[src/rtl/snake_state_map.sv]
// snake_state_map
//
// Holds the live snake game state and answers per-cell queries from the
// frame scanner on a 16x16 grid. The per-cell flags feed image_generator.
// The snake moves one cell for each step pulse from the game tick source.
//
// Ports:
//   clk          system clock, all state updates on the rising edge
//   nrst         asynchronous reset, active-high (despite the name)
//   step         single-cycle pulse: advance the snake one cell
//   dir_valid    dir_req carries a new direction request this cycle
//   dir_req[1:0] 00 right (+x), 01 left (-x), 10 up (-y), 11 down (+y)
//   apple_x/y    current apple cell, from the apple generator
//   x/y          query cell, from image_generator
//   snakeBody    query cell holds a non-head segment
//   snakeHead    query cell holds the head
//   apple        query cell is the apple cell
//   border       query cell lies on the outer ring (x or y is 0 or 15)
//   GameOver     sticky collision flag; this is also the exposed phase state
//   apple_eaten  one-cycle pulse after a step whose new head hit the apple
//   length[5:0]  current segment count
//
// Handshake: step and dir_valid have no ready. Each one is consumed in the
// cycle where it is high. A request is either applied or dropped. Drops
// happen for a reversal, and for any request while the game is over.

module snake_state_map #(
    parameter int MAX_LEN  = 32,
    parameter int INIT_LEN = 3,
    parameter int START_X  = 8,
    parameter int START_Y  = 8
) (
    input  logic       clk,
    input  logic       nrst,
    input  logic       step,
    input  logic       dir_valid,
    input  logic [1:0] dir_req,
    input  logic [3:0] apple_x,
    input  logic [3:0] apple_y,
    input  logic [3:0] x,
    input  logic [3:0] y,
    output logic       snakeBody,
    output logic       snakeHead,
    output logic       apple,
    output logic       border,
    output logic       GameOver,
    output logic       apple_eaten,
    output logic [5:0] length
);

    typedef enum logic [1:0] {
        DIR_RIGHT = 2'b00,
        DIR_LEFT  = 2'b01,
        DIR_UP    = 2'b10,
        DIR_DOWN  = 2'b11
    } dir_t;

    // Two-state game phase. GameOver is a direct decode of this register.
    typedef enum logic {
        PH_PLAY = 1'b0,
        PH_OVER = 1'b1
    } phase_t;

    localparam logic [5:0] MAX_LEN_L  = 6'(MAX_LEN);
    localparam logic [5:0] INIT_LEN_L = 6'(INIT_LEN);

    // Segment storage. Index 0 is the head. Entries at or beyond the
    // current length hold stale positions and are masked out everywhere.
    logic [3:0] seg_x [MAX_LEN];
    logic [3:0] seg_y [MAX_LEN];

    phase_t     phase_q, phase_d;
    dir_t       dir_q, dir_d, eff_dir;
    logic [5:0] len_q, len_d;
    logic       eaten_q, eaten_d;
    logic       advance;

    logic       reversal;
    logic       accept_dir;
    logic [3:0] nh_x, nh_y;
    logic       eat, grow, wall, self_hit;
    logic [5:0] self_lim;

    // ------------------------------------------------------------------
    // Direction request filtering
    // ------------------------------------------------------------------
    // Opposite directions share bit 1 and differ only in bit 0.
    assign reversal   = ((dir_req ^ dir_q) == 2'b01);
    assign accept_dir = dir_valid && (phase_q == PH_PLAY) && !reversal;
    // A direction accepted in the same cycle as a step steers that step.
    assign eff_dir    = accept_dir ? dir_t'(dir_req) : dir_q;

    // ------------------------------------------------------------------
    // Candidate head and collision evaluation
    // ------------------------------------------------------------------
    always_comb begin
        nh_x = seg_x[0];
        nh_y = seg_y[0];
        case (eff_dir)
            DIR_RIGHT: nh_x = seg_x[0] + 4'd1;
            DIR_LEFT:  nh_x = seg_x[0] - 4'd1;
            DIR_UP:    nh_y = seg_y[0] - 4'd1;
            DIR_DOWN:  nh_y = seg_y[0] + 4'd1;
            default:   nh_x = seg_x[0];
        endcase
    end

    assign eat  = (nh_x == apple_x) && (nh_y == apple_y);
    assign grow = eat && (len_q < MAX_LEN_L);
    assign wall = (nh_x == 4'd0) || (nh_x == 4'd15) ||
                  (nh_y == 4'd0) || (nh_y == 4'd15);

    // The tail cell is vacated by a non-growing step. A move into it is
    // therefore legal unless the snake grows on this step. Segments
    // 0 .. self_lim-1 count as obstacles.
    assign self_lim = len_q - 6'd1 + {5'd0, grow};

    always_comb begin
        self_hit = 1'b0;
        for (int i = 0; i < MAX_LEN; i++) begin
            if ((6'(i) < self_lim) && (seg_x[i] == nh_x) && (seg_y[i] == nh_y)) begin
                self_hit = 1'b1;
            end
        end
    end

    // ------------------------------------------------------------------
    // Next-state logic
    // ------------------------------------------------------------------
    always_comb begin
        phase_d = phase_q;
        dir_d   = dir_q;
        len_d   = len_q;
        eaten_d = 1'b0;
        advance = 1'b0;

        if (accept_dir) begin
            dir_d = eff_dir;
        end

        if (step && (phase_q == PH_PLAY)) begin
            if (wall || self_hit) begin
                // A fatal step freezes the snake exactly as it was.
                // This includes a direction requested in the same cycle.
                phase_d = PH_OVER;
                dir_d   = dir_q;
            end else begin
                advance = 1'b1;
                len_d   = len_q + {5'd0, grow};
                eaten_d = eat;
            end
        end
    end

    // ------------------------------------------------------------------
    // State registers
    // ------------------------------------------------------------------
    always_ff @(posedge clk or posedge nrst) begin
        if (nrst) begin
            phase_q <= PH_PLAY;
            dir_q   <= DIR_RIGHT;
            len_q   <= INIT_LEN_L;
            eaten_q <= 1'b0;
        end else begin
            phase_q <= phase_d;
            dir_q   <= dir_d;
            len_q   <= len_d;
            eaten_q <= eaten_d;
        end
    end

    // The body lies horizontally, trailing to the left of the start cell.
    // Entries beyond INIT_LEN get the same formula. They are harmless
    // because the length masks them.
    always_ff @(posedge clk or posedge nrst) begin
        if (nrst) begin
            for (int i = 0; i < MAX_LEN; i++) begin
                seg_x[i] <= 4'(START_X - i);
                seg_y[i] <= 4'(START_Y);
            end
        end else if (advance) begin
            // The whole array shifts. The old tail falls into an unused
            // slot unless the length grows to cover it.
            for (int i = MAX_LEN - 1; i > 0; i--) begin
                seg_x[i] <= seg_x[i-1];
                seg_y[i] <= seg_y[i-1];
            end
            seg_x[0] <= nh_x;
            seg_y[0] <= nh_y;
        end
    end

    // ------------------------------------------------------------------
    // Cell queries: combinational, valid every cycle
    // ------------------------------------------------------------------
    assign snakeHead = (x == seg_x[0]) && (y == seg_y[0]);

    always_comb begin
        snakeBody = 1'b0;
        for (int i = 1; i < MAX_LEN; i++) begin
            if ((6'(i) < len_q) && (seg_x[i] == x) && (seg_y[i] == y)) begin
                snakeBody = 1'b1;
            end
        end
    end

    assign apple  = (x == apple_x) && (y == apple_y);
    assign border = (x == 4'd0) || (x == 4'd15) || (y == 4'd0) || (y == 4'd15);

    assign GameOver    = (phase_q == PH_OVER);
    assign apple_eaten = eaten_q;
    assign length      = len_q;

endmodule

[config.mk]
export PLATFORM = sky130hd
export DESIGN_NAME = snake_state_map
export DESIGN_NICKNAME = d
export VERILOG_FILES = /design/src/rtl/snake_state_map.sv
export SDC_FILE = /design/constraint.sdc
export NUM_CORES = 1
export LEC_CHECK = 0
export CORE_ASPECT_RATIO = 1.4
export CORE_UTILIZATION = 30
export CTS_BUF_LIST = sky130_fd_sc_hd__clkbuf_4 sky130_fd_sc_hd__clkbuf_8
export DETAILED_ROUTE_END_ITERATION = 10
export HOLD_SLACK_MARGIN = 0.15
export PLACE_DENSITY = 0.52
export SETUP_SLACK_MARGIN = 0.4
export SLEW_MARGIN = 20
export SYNTH_ARGS = -nofsm -noshare
export SYNTH_HDL_FRONTEND = slang
export SYNTH_SLANG_ARGS = --single-unit
[constraint.sdc]
create_clock -name clk -period 12.8 [get_ports clk]
set_clock_uncertainty 0.05 [all_clocks]
set_input_delay 3.2 -clock clk [delete_from_list [all_inputs] [get_ports clk]]
set_output_delay 3.2 -clock clk [all_outputs]
set_load 0.1 [all_outputs]
; Word level (Yosys, flattened, before mapping)
; Cells that the tools add are included.
[op_classes]
addsub = 7
order_cmp = 64
n_eq_ne = 141
mux = 73
bitwise_logic = 3
n_reduce_logical = 148
[ops]
columns = op, count
row1 = $eq 4x4->1, 132
row2 = $lt 5x6->1 const A, 32
row3 = $logic_and 1x1->1, 133
row4 = $lt 4x6->1 const A, 16
row5 = $mux 1, 67
row6 = $lt 3x6->1 const A, 8
row7 = $lt 2x6->1 const A, 4
row8 = $lt 1x6->1 const A, 3
row9 = $eq 4x4->1 const B, 4
row10 = $logic_not 4->1, 4
row11 = $pmux 4 s2, 2
row12 = $add 6x1->6, 2
row13 = $add 4x1->4 const B, 2
row14 = $mux 2, 4
row15 = $sub 4x1->4 const B, 2
row16 = $logic_or 1x1->1, 7
row17 = $lt 6x6->1 const B, 1
row18 = $sub 6x1->6 const B, 1
row19 = $eq 2x1->1 const B, 2
row20 = $eq 2x2->1 const B, 2
row21 = $reduce_and 2->1, 2
row22 = $logic_not 2->1, 1
row23 = $ne 2x2->1 const B, 1
row24 = $not 1->1, 2
row25 = 2 further kinds, 2
[word_totals]
reg_bits = 266
in_bits = 22
out_inout_bits = 12
wordCells = 504

; Logic depth before layout (Yosys ltp)
[logic_depth]
ltp_word = 49
mapped_depth = 36
mapped_depth_nobuf = 25

; Worst setup path after synthesis
; No wires, ideal clock.
[synth_path]
path_kind = input to register
from = input dir_valid
to = register seg_x[107] in the netlist's numbering
setup_ps = 127
arrival_ps = 10596
required_ps = 12623
slack_ps = 2026
path_stages = 33
n_path_buf = 11
cell_sequence = nor2b_1 -> clkbuf_1 -> o21ai_2 -> buf_2 -> buf_2 -> buf_2 -> buf_2 -> a21oi_1 -> fa_1 -> clkbuf_1 -> nand2b_1 -> a21oi_1 -> nor2_1 -> buf_2 -> buf_4 -> xor2_1 -> o2111ai_1 -> nor3_1 -> nand4_1 -> ha_1 -> nor2b_1 -> clkbuf_1 -> xnor2_1 -> a22oi_1 -> o311ai_0 -> nor4_1 -> o32ai_1 -> nand4_1 -> or4_4 -> nor2_8 -> buf_6 -> buf_6 -> mux2_1
[synth_between]
elab_chain_len = 47
word_cells_on_any_way = 216
classes_between = 1 x add/sub / 32 x order compare / 71 x eq/ne / 37 x mux / 75 x reduce/logical
[synth_lines]
columns = item, line
row1 = "start, declared", 36  ; input logic dir_valid,
row2 = $logic_and 1x1->1 (*) (2 in series), 89  ; assign accept_dir = dir_valid && (phase_q == PH_PLAY) && !reversal;
row3 = $mux 2 (*), 91  ; assign eff_dir = accept_dir ? dir_t'(dir_req) : dir_q;
row4 = $eq 2x1->1 (tied with other cells), 99  ; case (eff_dir)
row5 = $pmux 4 s2, 99
row6 = $eq 4x4->1, 108  ; assign eat = (nh_x == apple_x) && (nh_y == apple_y);
row7 = $logic_and 1x1->1, 108
row8 = $logic_and 1x1->1, 109  ; assign grow = eat && (len_q < MAX_LEN_L);
row9 = $add 6x1->6, 116  ; assign self_lim = len_q - 6'd1 + {5'd0, grow};
row10 = $lt 1x6->1, 121  ; if ((6'(i) < self_lim) && (seg_x[i] == nh_x) && (seg_y[i] == nh_y)) begin
row11 = $logic_and 1x1->1 (2 in series), 121
row12 = $mux 1 (32 in series), 121
row13 = $logic_or 1x1->1 (*), 142  ; if (wall || self_hit) begin
row14 = $mux 1 (*), 142
row15 = $mux 1 (*), 141  ; if (step && (phase_q == PH_PLAY)) begin
row16 = "end signal, assigned by index", 178  ; seg_x[i] <= 4'(START_X - i);
row17 = "end signal, assigned by index", 185  ; seg_x[i] <= seg_x[i-1];
row18 = "end, declared", 69  ; logic [3:0] seg_x [MAX_LEN];
; Every way passes the cells marked *; elsewhere a longest branch is shown, timed or not.
; A chain may end at the register's enable or synchronous reset.

; Final worst setup path
[layout_path]
from = input dir_req[1]
to = register seg_y[20] in the netlist's numbering
[layout_between]
elab_chain_len = 49
word_cells_on_any_way = 218
classes_between = 1 x add/sub / 32 x order compare / 72 x eq/ne / 37 x mux / 1 x bitwise / 75 x reduce/logical
[layout_lines]
columns = item, line
row1 = "start, declared", 37  ; input logic [1:0] dir_req,
row2 = $xor 2x2->2, 88  ; assign reversal = ((dir_req ^ dir_q) == 2'b01);
row3 = $eq 2x1->1, 88
row4 = $logic_not 1->1, 89
row5 = $logic_and 1x1->1, 89
row6 = $mux 2 (*), 91
row7 = $eq 2x1->1 (tied with other cells), 99
row8 = $pmux 4 s2, 99
row9 = $eq 4x4->1, 108
row10 = $logic_and 1x1->1, 108
row11 = $logic_and 1x1->1, 109
row12 = $add 6x1->6, 116
row13 = $lt 1x6->1, 121
row14 = $logic_and 1x1->1 (2 in series), 121
row15 = $mux 1 (32 in series), 121
row16 = $logic_or 1x1->1 (*), 142
row17 = $mux 1 (*), 142
row18 = $mux 1 (*), 141
row19 = "end signal, assigned by index", 179  ; seg_y[i] <= 4'(START_Y);
row20 = "end signal, assigned by index", 186  ; seg_y[i] <= seg_y[i-1];
row21 = "end, declared", 70  ; logic [3:0] seg_y [MAX_LEN];
; Marked as above.

==> results.sh <==
export IMPL_run_status="completed"
export IMPL_placement_rows=110
export IMPL_firstDrtPassIters=5
export IMPL_cts_setup_buffers=0
export IMPL_mean_post_synth_cell_area_um2=10.5
export IMPL_setup_viol=0
export IMPL_maxUsedRoutingLayer="met5"
export IMPL_tritoncts="done"
export IMPL_clock_fmax_ghz=0.0891
export IMPL_maxSlewHeadroom_pct=21.4
export IMPL_hpwl_um=53600
export IMPL_synthesis_nets=1882
export IMPL_cts_num_sinks=266
export IMPL_fp_coreArea_um2=64100
export IMPL_cts_htree_levels=2
export IMPL_worstMarginPinSlew_ns=1.17
export IMPL_peakVddDrop_v=0.000115
export IMPL_synth_seq_cells=266
export IMPL_dpl_instance_area_um2=20600
export IMPL_fraction_of_layout_cells_with_a_size_suffix_above_1_pct=18.4
export IMPL_final_area_um2=21700
export IMPL_clk_transition_reported_paths_ns=0.07
export IMPL_syn_inst=1850
export IMPL_first_iter_violations=1073
export IMPL_remaining_drc_errors=0
export IMPL_port_buffers=33
export IMPL_grt_start_max_net_pins=141
export IMPL_yosys_cell_types=90
export IMPL_postRouteAntennaNets=0
export IMPL_cts_buffer_depth=3
export IMPL_via_per_inst=5.55
export IMPL_criticalPathCategory="input port to flop"
export IMPL_worstSetupStartpointType="input port"
export IMPL_wl_um=75900
export IMPL_leakage_nw=8.64
export IMPL_grt_antenna_before_repair=5
export IMPL_sum_neg_setup_slack_ns=0
export IMPL_synth_to_layout_area_growth_pct=11.9
export IMPL_dr_wl_met3_um=4140
export IMPL_timing_critical_path_to_type="flop"
export IMPL_final_min_clock_period_ns=11.22
export IMPL_routability_cong=1.03
export IMPL_critical_path_required_ns=13.23
export IMPL_design_portCount=34
export IMPL_critical_path_peak_fanout=74
export IMPL_most_frequent_cells_in_the_layout="366 x sky130_fd_sc_hd__xnor2_1, 178 x sky130_fd_sc_hd__xor2_1, 178 x sky130_fd_sc_hd__mux2_1, 165 x sky130_fd_sc_hd__dfrtp_1, 98 x sky130_fd_sc_hd__dfstp_2"
export IMPL_routed_wl_met2_um=37300
export IMPL_m1WireLength_um=28300
export IMPL_global_route_usage_total_pct=23.2
export IMPL_grt_overflow=0
export IMPL_synth_async_reset_ratio_pct=100
export IMPL_ys_warn_count=0
export IMPL_routedWlPerCell_um=27.7
export IMPL_cts_resized=0
export IMPL_critPathArrivalTime_ns=11.64
export IMPL_min_path_type="flop to flop"
export IMPL_first_global_vias=15800
export IMPL_final_hold_worst_slack_ns=0.501
export IMPL_initial_core_util_pct=30.3
export IMPL_first_pass_grt_wire_length_um=111000
export IMPL_layout_commonest_cell="sky130_fd_sc_hd__xnor2_1"
export IMPL_finalHoldViolations=0
export IMPL_cap_violations=0
export IMPL_die_height_um=303
export IMPL_final_core_util_pct=33.8
export IMPL_post_route_period_util_pct=87.6
export IMPL_clock_root_buffer="sky130_fd_sc_hd__clkbuf_8"
export IMPL_route_vias_total=15200
export IMPL_design_final_nets=1891
export IMPL_synth_sequential_area_ratio_pct=34.9
export IMPL_hold_buffers=0
export IMPL_most_instantiated_flip_flop_cell_in_the_synthesis_netlist="sky130_fd_sc_hd__dfrtp_1"
export IMPL_final_max_slew_viol_count=0
export IMPL_cts_buffers=45
export IMPL_clock_insertion_delay_worst_skew_ns=0.61
export IMPL_die_area_um2=65700
export IMPL_cellPowerDensity_nw_per_um2=159
export IMPL_chipWidth_um=217
export IMPL_grt_setup_unrepaired="false"
export IMPL_syn_cell_area_um2=19400
export IMPL_synth_edf_count=0
[registers in the layout, summed over array words and instances, names as in the netlist]
name         count
length           6
seg_y          128
seg_x          128
apple_eaten      1
GameOver         1
dir_q            2
[worst max-delay path: stages]
cell                              delay, ns
sky130_fd_sc_hd__clkdlybuf4s50_1       0.52
sky130_fd_sc_hd__xnor2_1               0.30
sky130_fd_sc_hd__or3_1                 0.41
sky130_fd_sc_hd__a21oi_1               0.22
sky130_fd_sc_hd__fa_1                  1.23
sky130_fd_sc_hd__nand2b_1              0.11
sky130_fd_sc_hd__a21oi_1               0.40
sky130_fd_sc_hd__nor2_4                0.07
sky130_fd_sc_hd__xor2_1                0.16
sky130_fd_sc_hd__o2111ai_1             0.16
sky130_fd_sc_hd__nor3_1                0.25
sky130_fd_sc_hd__nand4_1               0.22
sky130_fd_sc_hd__ha_1                  0.29
sky130_fd_sc_hd__nor2b_1               0.24
sky130_fd_sc_hd__xnor2_1               0.50
sky130_fd_sc_hd__a21oi_1               0.18
sky130_fd_sc_hd__o21ai_0               0.62
sky130_fd_sc_hd__or4_1                 0.28
sky130_fd_sc_hd__nor4_1                0.07
sky130_fd_sc_hd__o21ai_0               0.32
sky130_fd_sc_hd__nand4_1               0.20
sky130_fd_sc_hd__or4_4                 0.65
sky130_fd_sc_hd__nor2_8                0.21
sky130_fd_sc_hd__buf_12                0.36
sky130_fd_sc_hd__mux2_1                0.37
[cells by family after synthesis]
family	count (synthesis)	synth area share (%)
xor+xnor	556	25.7
simple gates	397	11.7
flops	266	34.9
mux	259	15.1
compound gates	210	7.65
buf+inv	151	4.11
fa+ha+maj	11	0.774
[cell usage after synthesis (18+ instances only)]
master / number / area [um^2]
sky130_fd_sc_hd__buf_2: 24 / 120
sky130_fd_sc_hd__xnor2_1: 368 / 3220
sky130_fd_sc_hd__a21oi_1: 28 / 140
sky130_fd_sc_hd__clkbuf_1: 56 / 210
sky130_fd_sc_hd__buf_6: 18 / 203
sky130_fd_sc_hd__mux2_2: 73 / 822
sky130_fd_sc_hd__dfstp_2: 98 / 2570
sky130_fd_sc_hd__inv_1: 27 / 101
sky130_fd_sc_hd__nor4_1: 57 / 357
sky130_fd_sc_hd__nor2_1: 44 / 165
sky130_fd_sc_hd__nor3_1: 74 / 370
sky130_fd_sc_hd__a31oi_1: 19 / 119
sky130_fd_sc_hd__nand3_1: 33 / 165
sky130_fd_sc_hd__nand4_1: 69 / 432
sky130_fd_sc_hd__nand2_1: 33 / 124
sky130_fd_sc_hd__dfrtp_1: 168 / 4200
sky130_fd_sc_hd__xor2_1: 179 / 1570
sky130_fd_sc_hd__mux2_1: 178 / 2000
sky130_fd_sc_hd__o21ai_0: 39 / 195
[layer usage]
| metal | global-route usage [%] | up-vias |
|---|---|---|
| li1 | - | 6661 |
| met2 | 40.9 | 596 |
| met5 | 0 | - |
| met1 | 26.1 | 7684 |
| met4 | 16.7 | 4 |
| met3 | 2.56 | 249 |
[area by class of cell]
| cell class | instances | area, um^2 |
|---|---|---|
| Fill cell | 6546 | 42400 |
| Multi-Input combinational cell | 1433 | 11900 |
| Sequential cell | 266 | 6780 |
| Tap cell | 840 | 1050 |
| Clock buffer | 73 | 905 |
| Timing Repair Buffer | 86 | 751 |
| Clock inverter | 10 | 203 |
| Inverter | 27 | 109 |
| Antenna cell | 1 | 2.50 |
[per-stage QoR]
step / power, W / worst slack, ns / instances
finish: 0.00346 / 1.58 / 2736
floorplan: 0.00196 / 2.03 / 1850
global route: 0.00360 / 1.37 / 2736
CTS: 0.00346 / 1.82 / 2735
global placement: 0.00247 / 1.37 / 2652
detailed placement: 0.00249 / 1.21 / 2652
[final timing paths]
check                      slack, ns                endpoint            startpoint  cells after the start
setup / recovery                1.58   seg_y[20]$_DFFE_PP0P_            dir_req[1]                     25
hold / removal                  0.50    dir_q[0]$_DFFE_PP0P_  dir_q[0]$_DFFE_PP0P_                      1
setup reg to reg                4.10   seg_y[20]$_DFFE_PP0P_  GameOver$_DFFE_PP0P_                     24
hold reg to reg                 0.50    dir_q[0]$_DFFE_PP0P_  dir_q[0]$_DFFE_PP0P_                      1
max in group asynchronous       8.17  seg_y[106]$_DFFE_PP0P_                  nrst                      3
min in group asynchronous       3.13   seg_x[10]$_DFFE_PP0P_                  nrst                      2
[where the power goes]
part | switching, W | total [W] | internal (W)
sequential | 0.0000875 | 0.000982 | 0.000894
combinational | 0.000975 | 0.00153 | 0.000551
clock | 0.000382 | 0.000950 | 0.000568
total | 0.00144 | 0.00346 | 0.00201
Power figures use the tool's default switching activity.
